<file path="src/rtl/addsub_seq_pkg.sv">
`default_nettype none
// ============================================================================
// Module   : addsub_seq_pkg
// Purpose  : Shared definitions for the sequential add/subtract unit.
//            Holds the state encoding, the add/sub mode values and the helper
//            that sizes the slice index counter.
// Revision : 1.0 - initial release
// ============================================================================
package addsub_seq_pkg;

  // Controller states
  typedef enum logic [1:0] {
    ST_IDLE = 2'd0,
    ST_RUN  = 2'd1,
    ST_DONE = 2'd2
  } state_t;

  // Operation select values for the SUB input
  localparam logic MODE_ADD = 1'b0;
  localparam logic MODE_SUB = 1'b1;

  // ceil(log2(words)), never less than 1 so the index register always exists
  function automatic int idx_width(input int words);
    int w;
    w = 1;
    for (int i = 1; i < 32; i++) begin
      if ((1 << w) < words) w = w + 1;
    end
    return w;
  endfunction

endpackage
`default_nettype wire

</file>
<file path="src/rtl/addsub_seq_slice.sv">
`default_nettype none
// ============================================================================
// Module   : addsub_slice
// Purpose  : Combinational WIDTH-bit ripple adder built from a chain of
//            full-adder cells. Also exposes the carry into the MSB so the
//            caller can derive signed overflow.
// Revision : 1.0 - initial release
// ============================================================================
module addsub_slice #(
  parameter int WIDTH = 8
) (
  input  logic [WIDTH-1:0] I0,
  input  logic [WIDTH-1:0] I1,
  input  logic             CIN,
  output logic [WIDTH-1:0] O,
  output logic             COUT,
  output logic             MSB_CIN
);

  // c[i] is the carry into bit i; c[WIDTH] leaves the slice
  logic [WIDTH:0] c;

  assign c[0] = CIN;

  // One full-adder cell per bit, rippled LSB to MSB
  for (genvar i = 0; i < WIDTH; i++) begin : g_fa
    assign O[i]   = I0[i] ^ I1[i] ^ c[i];
    assign c[i+1] = (I0[i] & I1[i]) | (c[i] & (I0[i] ^ I1[i]));
  end

  assign COUT    = c[WIDTH];
  assign MSB_CIN = c[WIDTH-1];

endmodule
`default_nettype wire

</file>
<file path="src/rtl/addsub_seq.sv">
`default_nettype none
// ============================================================================
// Module   : addsub_seq
// Purpose  : Multi-cycle add / subtract-with-carry. A WORDS*WIDTH-bit operand
//            pair is processed one WIDTH-bit slice per clock with the carry
//            held in a register between slices. SUB computes A + ~B + CIN,
//            so CIN/COUT act as borrow-bar.
// Revision : 1.0 - initial release
// ============================================================================
module addsub_seq
  import addsub_seq_pkg::*;
#(
  parameter int WIDTH = 8,
  parameter int WORDS = 4
) (
  input  logic                   CLKIN,
  input  logic                   RESET,
  input  logic                   I_VALID,
  output logic                   I_READY,
  input  logic [WIDTH*WORDS-1:0] A,
  input  logic [WIDTH*WORDS-1:0] B,
  input  logic                   SUB,
  input  logic                   CIN,
  output logic                   O_VALID,
  input  logic                   O_READY,
  output logic [WIDTH*WORDS-1:0] O,
  output logic                   COUT,
  output logic                   Z,
  output logic                   V
);

  localparam int              N      = WIDTH * WORDS;
  localparam int              KW     = idx_width(WORDS);
  localparam logic [KW-1:0]   K_LAST = KW'(WORDS - 1);

  state_t          state;
  logic [KW-1:0]   k;
  // Operand copies shift right one slice per RUN cycle so slice 0 is always
  // the one being worked on; B is stored already inverted for SUB.
  logic [N-1:0]    a_sh;
  logic [N-1:0]    b_sh;
  logic [N-1:0]    res;
  logic            carry;
  logic            zacc;
  logic            ovf;
  logic            in_rdy;
  logic            out_vld;

  logic [WIDTH-1:0] slice_sum;
  logic             slice_cout;
  logic             slice_msb_cin;

  addsub_slice #(
    .WIDTH (WIDTH)
  ) u_slice (
    .I0      (a_sh[WIDTH-1:0]),
    .I1      (b_sh[WIDTH-1:0]),
    .CIN     (carry),
    .O       (slice_sum),
    .COUT    (slice_cout),
    .MSB_CIN (slice_msb_cin)
  );

  // Controller: accept, step through slices, hold result until consumed
  always_ff @(posedge CLKIN) begin
    if (RESET) begin
      state   <= ST_IDLE;
      k       <= '0;
      a_sh    <= '0;
      b_sh    <= '0;
      res     <= '0;
      carry   <= 1'b0;
      zacc    <= 1'b0;
      ovf     <= 1'b0;
      in_rdy  <= 1'b1;
      out_vld <= 1'b0;
    end else begin
      case (state)
        ST_IDLE: begin
          if (I_VALID) begin
            a_sh   <= A;
            b_sh   <= (SUB == MODE_SUB) ? ~B : B;
            carry  <= CIN;
            k      <= '0;
            zacc   <= 1'b1;
            in_rdy <= 1'b0;
            state  <= ST_RUN;
          end
        end
        ST_RUN: begin
          for (int w = 0; w < WORDS; w++) begin
            if (k == KW'(w)) res[w*WIDTH +: WIDTH] <= slice_sum;
          end
          carry <= slice_cout;
          zacc  <= zacc & (slice_sum == '0);
          a_sh  <= a_sh >> WIDTH;
          b_sh  <= b_sh >> WIDTH;
          if (k == K_LAST) begin
            ovf     <= slice_msb_cin ^ slice_cout;
            out_vld <= 1'b1;
            state   <= ST_DONE;
          end else begin
            k <= k + 1'b1;
          end
        end
        ST_DONE: begin
          if (O_READY) begin
            out_vld <= 1'b0;
            in_rdy  <= 1'b1;
            state   <= ST_IDLE;
          end
        end
        default: begin
          out_vld <= 1'b0;
          in_rdy  <= 1'b1;
          state   <= ST_IDLE;
        end
      endcase
    end
  end

  assign I_READY = in_rdy;
  assign O_VALID = out_vld;
  assign O       = res;
  assign COUT    = carry;
  assign Z       = zacc;
  assign V       = ovf;

endmodule
`default_nettype wire

</file>
<file path="config.mk">
export PLATFORM = sky130hd
export DESIGN_NAME = addsub_seq
export DESIGN_NICKNAME = d
export VERILOG_FILES = /design/src/rtl/addsub_seq_pkg.sv /design/src/rtl/addsub_seq_slice.sv /design/src/rtl/addsub_seq.sv
export SDC_FILE = /design/constraint.sdc
export NUM_CORES = 1
export LEC_CHECK = 0
export ABC_CLOCK_PERIOD_IN_PS = 8000
export CAP_MARGIN = 20
export CORE_AREA = 2 2 118 120
export CTS_CLUSTER_SIZE = 16
export DETAILED_ROUTE_END_ITERATION = 7
export DIE_AREA = 0 0 120 122
export SLEW_MARGIN = 20
export SYNTH_ARGS = -nofsm -noshare
export SYNTH_HDL_FRONTEND = slang
export SYNTH_SLANG_ARGS = --single-unit
</file>
<file path="constraint.sdc">
create_clock -name CLKIN -period 8 [get_ports CLKIN]
set_clock_uncertainty 0.1 [all_clocks]
set_input_delay 2 -clock CLKIN [delete_from_list [all_inputs] [get_ports CLKIN]]
set_output_delay 2 -clock CLKIN [all_outputs]
set_load 0.005 [all_outputs]
</file>
Word level (Yosys, flattened, before mapping)
Index checks and enable logic that the tools add are counted.

Word-level logic and storage cells: 103. Bits of input ports: 70. Register bits: 105.

Multiplexer cells: 22. Bitwise gates (word level): 45. Equality and inequality tests: 9. Add/sub/neg operators: 1. Reduce and logical (&&, ||, !) cells: 13.

Operator list (number): one-hot mux 32 bit (2 select lines) (2); two-way mux 32 bit (3); inverter 32 bit (1); bitwise AND 1 bit (17); bitwise XOR 1 bit (17); AND reduction 3 bit (4); two-way mux 2 bit (5); AND reduction 2 bit (5); logical NOT 8 bit (1); != test 2 bit (second input constant) (4); bitwise OR 1 bit (8); equality test 2 bit (second input constant) (3); two-way mux 1 bit (6); one-hot mux 1 bit (3 select lines) (2); one-hot mux 2 bit (3 select lines) (1); equality test 2 x 1 -> 1 bit (second input constant) (2); logical NOT 2 bit (2); one-hot mux 1 bit (2 select lines) (2); one-hot mux 2 bit (2 select lines) (1); adder 2 x 1 -> 2 bit (second input constant) (1); inverter 1 bit (2); nonzero test 2 bit (1).

Depth between registers and ports, before layout
Gate-level depths: netlist (run 1).

Word-level depth: 19. Depth in mapped cells: 14. Gate-level depth less buffers: 14.

Hierarchy
A second synthesis (run 1) with hierarchy kept.

Cell total of the unflattened synthesis: 466. Area, all modules: 4590.7 µm².

Modules (own cells, without submodules): addsub_seq (sequential area each 2102.0 µm², cells each 448, instances 1, area an instance 4393.0 µm²); addsub_slice (sequential area each 0.0 µm², cells each 18, instances 1, area an instance 197.7 µm²).

Worst setup path after synthesis (run 1)
OpenSTA, ideal clock, no wires.

Path kind: reg-to-reg. Start point: register carry, in the netlist COUT. End point: register zacc, in the netlist Z. Data arrival time: 3695 ps. Cell stages (with the launch flop): 15. Clock period less this slack: 3928 ps. Path slack: 4072 ps. Cells stage by stage: dfxtp_1 -> fa_1 -> fa_1 -> fa_1 -> fa_1 -> inv_1 -> fa_1 -> inv_1 -> fa_1 -> fa_1 -> inv_1 -> fa_1 -> nor4bb_1 -> nand3_1 -> a21oi_1.

Cells in the longest elaborated chain, start to end: 18. Elaborated cells between the ends (all ways): 25. Classes of those cells: mux: 1; bitwise: 23; reduce/logical: 1.

Ends and longest elaborated chain: start, declared (line addsub_seq.sv:43) `logic carry;`; start signal, assigned (line addsub_seq.sv:94) `carry <= slice_cout;`; bitwise AND 1 bit (line addsub_seq_slice.sv:28) `assign c[i+1] = (I0[i] & I1[i]) | (c[i] & (I0[i] ^ I1[i]));`; bitwise OR 1 bit (line addsub_seq_slice.sv:28); bitwise AND 1 bit (line addsub_seq_slice.sv:28); bitwise OR 1 bit (line addsub_seq_slice.sv:28); bitwise AND 1 bit (line addsub_seq_slice.sv:28); bitwise OR 1 bit (line addsub_seq_slice.sv:28); bitwise AND 1 bit (line addsub_seq_slice.sv:28); bitwise OR 1 bit (line addsub_seq_slice.sv:28); [2 not listed]; bitwise AND 1 bit (line addsub_seq_slice.sv:28); bitwise OR 1 bit (line addsub_seq_slice.sv:28); bitwise AND 1 bit (line addsub_seq_slice.sv:28); bitwise OR 1 bit (line addsub_seq_slice.sv:28); bitwise XOR 1 bit (line addsub_seq_slice.sv:27) `assign O[i] = I0[i] ^ I1[i] ^ c[i];`; logical NOT 8 bit * (line addsub_seq.sv:95) `zacc <= zacc & (slice_sum == '0);`; bitwise AND 1 bit * (line addsub_seq.sv:95); one-hot mux 1 bit (2 select lines) * (line addsub_seq.sv:78) `case (state)`; end signal, assigned (line addsub_seq.sv:95); end, declared (line addsub_seq.sv:44) `logic zacc;`.

Every way passes the cells marked *; elsewhere a longest branch is shown, timed or not. A chain may end at the register's enable or synchronous reset.

Worst setup path in the final report (run 1)
Ends and elaborated chain as after synthesis.

==> results of run 1 <==
worst max path at each step:
stage	from	endpoint	slack, ns	cells past startpoint
floorplan	COUT	Z	4.07	14
global placement	I_VALID	b_sh[15]	3.83	5
detailed placement	I_VALID	b_sh[12]	3.74	5
CTS	COUT	Z	3.84	14
global route	COUT	Z	3.66	14
finish	COUT	Z	3.82	14
metal layers:
metal / up-vias / share of wire [%] / global-route usage, %
met2: 81 / 49 / 27.66
met5: - / 0 / 0
met4: 0 / 0.73 / 4.191
li1: 1920 / - / -
met1: 1734 / 46 / 19.49
met3: 6 / 4.4 / 2.762
stage by stage:
stage / power [mW] / worst slack (ns) / instance area (µm²)
after CTS: 1.246 / 3.837 / 5962
after floorplan: 0.7088 / 4.072 / 4557
after global placement: 0.7875 / 3.826 / 5652
after detailed placement: 0.7923 / 3.741 / 5652
final: 1.234 / 3.824 / 5964
after global routing: 1.297 / 3.662 / 5964
synthesized netlist by cell type (2+ instances only):
cell type,instances
nand3b_1,5
inv_1,9
nor2_1,76
a221oi_1,2
buf_6,5
xnor2_1,25
o211ai_1,2
a21oi_1,55
buf_1,2
dfxtp_1,105
xor2_1,8
a221o_1,17
fa_1,8
nand2_1,75
and3b_2,3
clkbuf_1,22
a22oi_1,16
buf_2,13
ha_1,4
a211oi_1,32
a221o_2,7
nand2b_1,3
sequential cells by signal, summed over array words and instances (netlist names):
register	flops
COUT	1
b_sh	32
state	2
V	1
Z	1
I_READY	1
k	2
a_sh	32
O_VALID	1
O	32
report_power, final:
| group | internal (mW) | total, mW | switching (mW) |
|---|---|---|---|
| clock network | 0.272 | 0.454 | 0.182 |
| registers | 0.557 | 0.581 | 0.0238 |
| logic | 0.0977 | 0.198 | 0.101 |
| total | 0.928 | 1.23 | 0.306 |
kinds of logic after synthesis:
group                    after synthesis  synth area share (%)
AND/OR/NAND/NOR                      173                 16.31
AO/OA/AOI/OAI                        137                 21.22
XOR/XNOR                              33                 6.343
flip-flops                           105                 46.13
adder cells (fa/ha/maj)               12                 4.613
buffers and inverters                 51                 5.382
worst max-delay path: stages (launching register included):
cell      delay [ns]
dfxtp_1         0.34
fa_1            0.45
fa_1            0.39
fa_1            0.40
fa_1            0.37
inv_1           0.07
fa_1            0.15
inv_1           0.06
fa_1            0.37
fa_1            0.41
inv_1           0.09
fa_1            0.49
nor4bb_1        0.17
nand3_1         0.09
a21oi_1         0.06
final cells by class:
type	count	area (µm²)	area share, %
clock buffer	10	229.0	3.839
clock inverter	5	81.33	1.364
inverter	9	33.78	0.5664
multi-input combinational	355	2212	37.09
sequential	105	2102	35.24
tap	180	225.2	3.776
timing repair buffer	110	1081	18.12
==> flow_metrics.tcl, run 1 <==
set metrics [dict create \
    synth_seq_cells 105 \
    drv_slew 0 \
    final-instance-count-excl-fill 774 \
    status "completed" \
    tightest_slew_ns 1.054 \
    r2r_slack_ns 3.82 \
    core_area_um2 13500 \
    synth_top_area_share_pct 46.13 \
    yosysUniqueCellTypes 39 \
    cp-end-kind "flop" \
    antenna_left 0 \
    yosysWarnings 0 \
    hold_path.class "reg -> reg" \
    syn_area_um2 4557 \
    synth.avg_cell_area_um2 8.918 \
    path_class "reg -> reg" \
    die_w_um 120 \
    rsz0062_at_grt "false" \
    routedWlPerCell_um 14.18 \
    first_pass_iters 4 \
    arrival_ns 4.26 \
    grt_use_total_pct 15.59 \
    floorplan.initialDensity_pct 33.74 \
    grt_pass1_vias 3743 \
    drive_gt1_share_pct 6.061 \
    avgViaCountPerCell 4.833 \
    syn_to_final_growth_pct 30.89 \
    fillers 1328 \
    cts_buffers 9 \
    hold_depth 2 \
    reg2reg_to "Z" \
    gp_congestion 0.7813 \
    crit_required_ns 8.08 \
    synthCells 511 \
    final_common_cell "dfxtp_1" \
    htreeDepth 3 \
    seq_area_frac_synth_pct 46.13 \
    postCtsHoldBufs 0 \
    place_inst 759 \
    num_vias 3741 \
    post-route-util_pct 44.17 \
    fp-row-count 43 \
    yosysTopAreaCell "dfxtp_1" \
    grt_max_degree 85 \
    drt_iter0_drc 274 \
    max_clock_freq_mhz 239.5 \
    period_share_pct 52.20 \
    drt-total-wl_um 10980 \
    diodes 0 \
    period_needed_ns 4.176 \
    clockBufferDepth 2 \
    async_reset_ff_share_pct 0 \
    mostFrequentLayoutCells "105 x dfxtp_1, 104 x clkdlybuf4s50_1, 76 x nor2_1" \
    whs_endpoint "O[26]" \
    die-area_um2 14640 \
    min_from "O[26]" \
    hold_ws_ns 0.3534 \
    path_max_fanout 5 \
    r2r_cells 14 \
    cts_tree "yes" \
    setup_violations 0 \
    die_y_um 122 \
    clk_pin_slew_ns 0.07 \
    antenna_found_initial 0 \
    port_buffers 106 \
    hold_viol_final 0 \
    relSlewSlack_pct 29.41 \
    fin_setup_tns_ns 0 \
    syn-num-nets 593 \
    fin_nets 672 \
    boundaryPins 107 \
    ctsRootBufferMaster "clkbuf_16" \
    r2r-start "COUT" \
    powerDensity_nw_per_um2 206.9 \
    ir_drop_v 0.0001032 \
    cts_setup_buffers 0 \
    setup.worst_path.start_class "flop" \
    drc_errors 0 \
    grt_pass1_wl_um 18180 \
    ys_top_cells_by_area "dfxtp_1 46%, nor2_1 6.3%, nand2_1 6.2%, a21oi_1 6.0%, a211oi_1 5.3%" \
    clkSinkCount 105 \
    grt_overflow 0 \
    p_leak_nw 2.185 \
    synth_edf_count 0 \
    hpwl_um 8089 \
    clk_latency_ns 0.33 \
    synthFlopType "dfxtp_1" \
    postCtsResizedCells 0 \
    max-cap-violations 0 \
]
Power figures use the tool's default switching activity.
==> run 2: changes to the inputs <==
- ABC_CLOCK_PERIOD_IN_PS: 8000 -> 3400
- clock period: 8 -> 3.4 ns (I/O delays scaled with it)
==> run 2 against run 1 <==
  * Final cell count is 1.3% higher
  * Clock power is 120% higher
  * The flow now finishes with violations (negative setup slack)
  * Utilization is 0.58 points higher
  * Fmax is 11% higher
  * Register-to-register slack worse by 4.2 ns
==> flow_metrics.tcl, run 2 (synthesis gave the netlist of run 1 again) <==
set metrics [dict create \
    total_power_mw 2.861 \
    num_vias 3787 \
    clkSinkCount 105 \
    boundaryPins 107 \
    setup_slack_ns -0.3477 \
    placed_area_um2 5736 \
    cts_buffers 9 \
    core_area_um2 13500 \
    arrival_ns 3.83 \
    first_pass_iters 4 \
    setup_violations 7 \
    drv_slew 0 \
    port_buffers 106 \
    hold_path.class "reg -> reg" \
    clk_latency_ns 0.34 \
    drc_errors 0 \
    grt_use_total_pct 15.79 \
    fp-row-count 43 \
    status "finished with violations" \
    die-area_um2 14640 \
    cts_tree "yes" \
    max-cap-violations 0 \
    fin_setup_tns_ns -1.733 \
    gp_congestion 0.7870 \
    tightest_slew_ns 0.9400 \
    cts_setup_buffers 0 \
    clockBufferDepth 2 \
    use_met3_pct 2.996 \
    avgViaCountPerCell 4.830 \
    violations "negative setup slack" \
    die_w_um 120 \
    drt-total-wl_um 11540 \
    fin_nets 681 \
    use_met2_pct 27.17 \
    hpwl_um 8370 \
    crit_required_ns 3.48 \
    antenna_found_initial 0 \
    max_clock_freq_mhz 266.8 \
    p_leak_nw 2.219 \
    syn_to_final_growth_pct 32.62 \
    hold_viol_final 0 \
    floorplan.initialDensity_pct 33.74 \
    diodes 0 \
    grt.busiest_layer "met2" \
    powerDensity_nw_per_um2 473.4 \
    grt_overflow 0 \
    final_common_cell "clkdlybuf4s50_1" \
    period_share_pct 110.2 \
    grt_pass1_vias 3717 \
    die_y_um 122 \
    setup.worst_path.start_class "flop" \
    mostFrequentLayoutCells "104 x clkdlybuf4s50_1, 103 x dfxtp_1, 76 x nor2_1" \
    finalInstanceArea_um2 6043 \
    ctsRootBufferMaster "clkbuf_16" \
    path_class "reg -> reg" \
    postCtsHoldBufs 0 \
    antenna_left 0 \
    htreeDepth 3 \
    drive_gt1_share_pct 9.768 \
    drt_iter0_drc 192 \
    relSlewSlack_pct 37.10 \
    path_max_fanout 2 \
    hold_ws_ns 0.3549 \
    ir_drop_v 0.0002721 \
    met1_usage_pct 20.09 \
    period_needed_ns 3.748 \
    routedWlPerCell_um 14.72 \
    cp-end-kind "flop" \
    rsz0062_at_grt "true" \
    post-route-util_pct 44.75 \
    grt_max_degree 82 \
    grt_pass1_wl_um 18440 \
    clk_pin_slew_ns 0.07 \
]
run 2: final timing paths:
path | from | to | slack (ns) | cells past startpoint
worst max register to register | COUT | Z | -0.35 | 14
worst max-delay path | COUT | Z | -0.35 | 14
worst min-delay path | O[3] | O[3] | 0.35 | 2
worst min register to register | O[3] | O[3] | 0.35 | 2
run 2: layout make-up:
cell class / count / area [µm²]
fill: 1354 / 7461
multi-input combinational: 355 / 2240
sequential: 105 / 2105
timing repair buffer: 119 / 1152
clock buffer: 10 / 239.0
tap: 180 / 225.2
clock inverter: 6 / 48.80
inverter: 9 / 33.78
run 2: routing by layer:
metal | part of all wire, % | wire length, µm | vias up
li1 | - | - | 1937
met3 | 4.7 | 548 | 12
met1 | 46 | 5254 | 1732
met2 | 48 | 5528 | 106
met5 | 0 | 0 | -
met4 | 1.8 | 204 | 0
run 2: power by group:
part           leakage (nW)  switching, mW  total [mW]  internal [mW]
registers             0.861         0.0579        1.37           1.31
clock network         0.144          0.472        1.00          0.528
logic                  1.21          0.243       0.493          0.249
total                  2.22          0.773        2.86           2.09
run 2: repair_timing:
action / 4_1_cts / 5_1_grt
endpoints found under the setup margin: 8 / 11
pin swaps: 4 / 1
gates resized for setup: 5 / 0
run 2: critical path, stage by stage (launching register included):
cell	delay (ns)
dfxtp_2	0.34
fa_2	0.39
fa_2	0.34
fa_2	0.34
fa_2	0.34
inv_2	0.06
fa_1	0.16
inv_1	0.05
fa_2	0.33
fa_2	0.36
inv_2	0.06
fa_1	0.43
nor4bb_1	0.15
nand3_1	0.09
a21oi_1	0.06
run 2: through the flow:
stage	std cells	setup slack, ns
after global routing	784	-0.4435
after floorplan	511	-0.2765
after global placement	768	-0.3193
after detailed placement	768	-0.4046
final	784	-0.3477
after CTS	784	-0.3413
==> run 3: changes to the inputs <==
- ABC_CLOCK_PERIOD_IN_PS: 3400 -> not set
==> results of run 3 <==
Same layout as run 2: the final DEF is identical, and so are final timing and power.
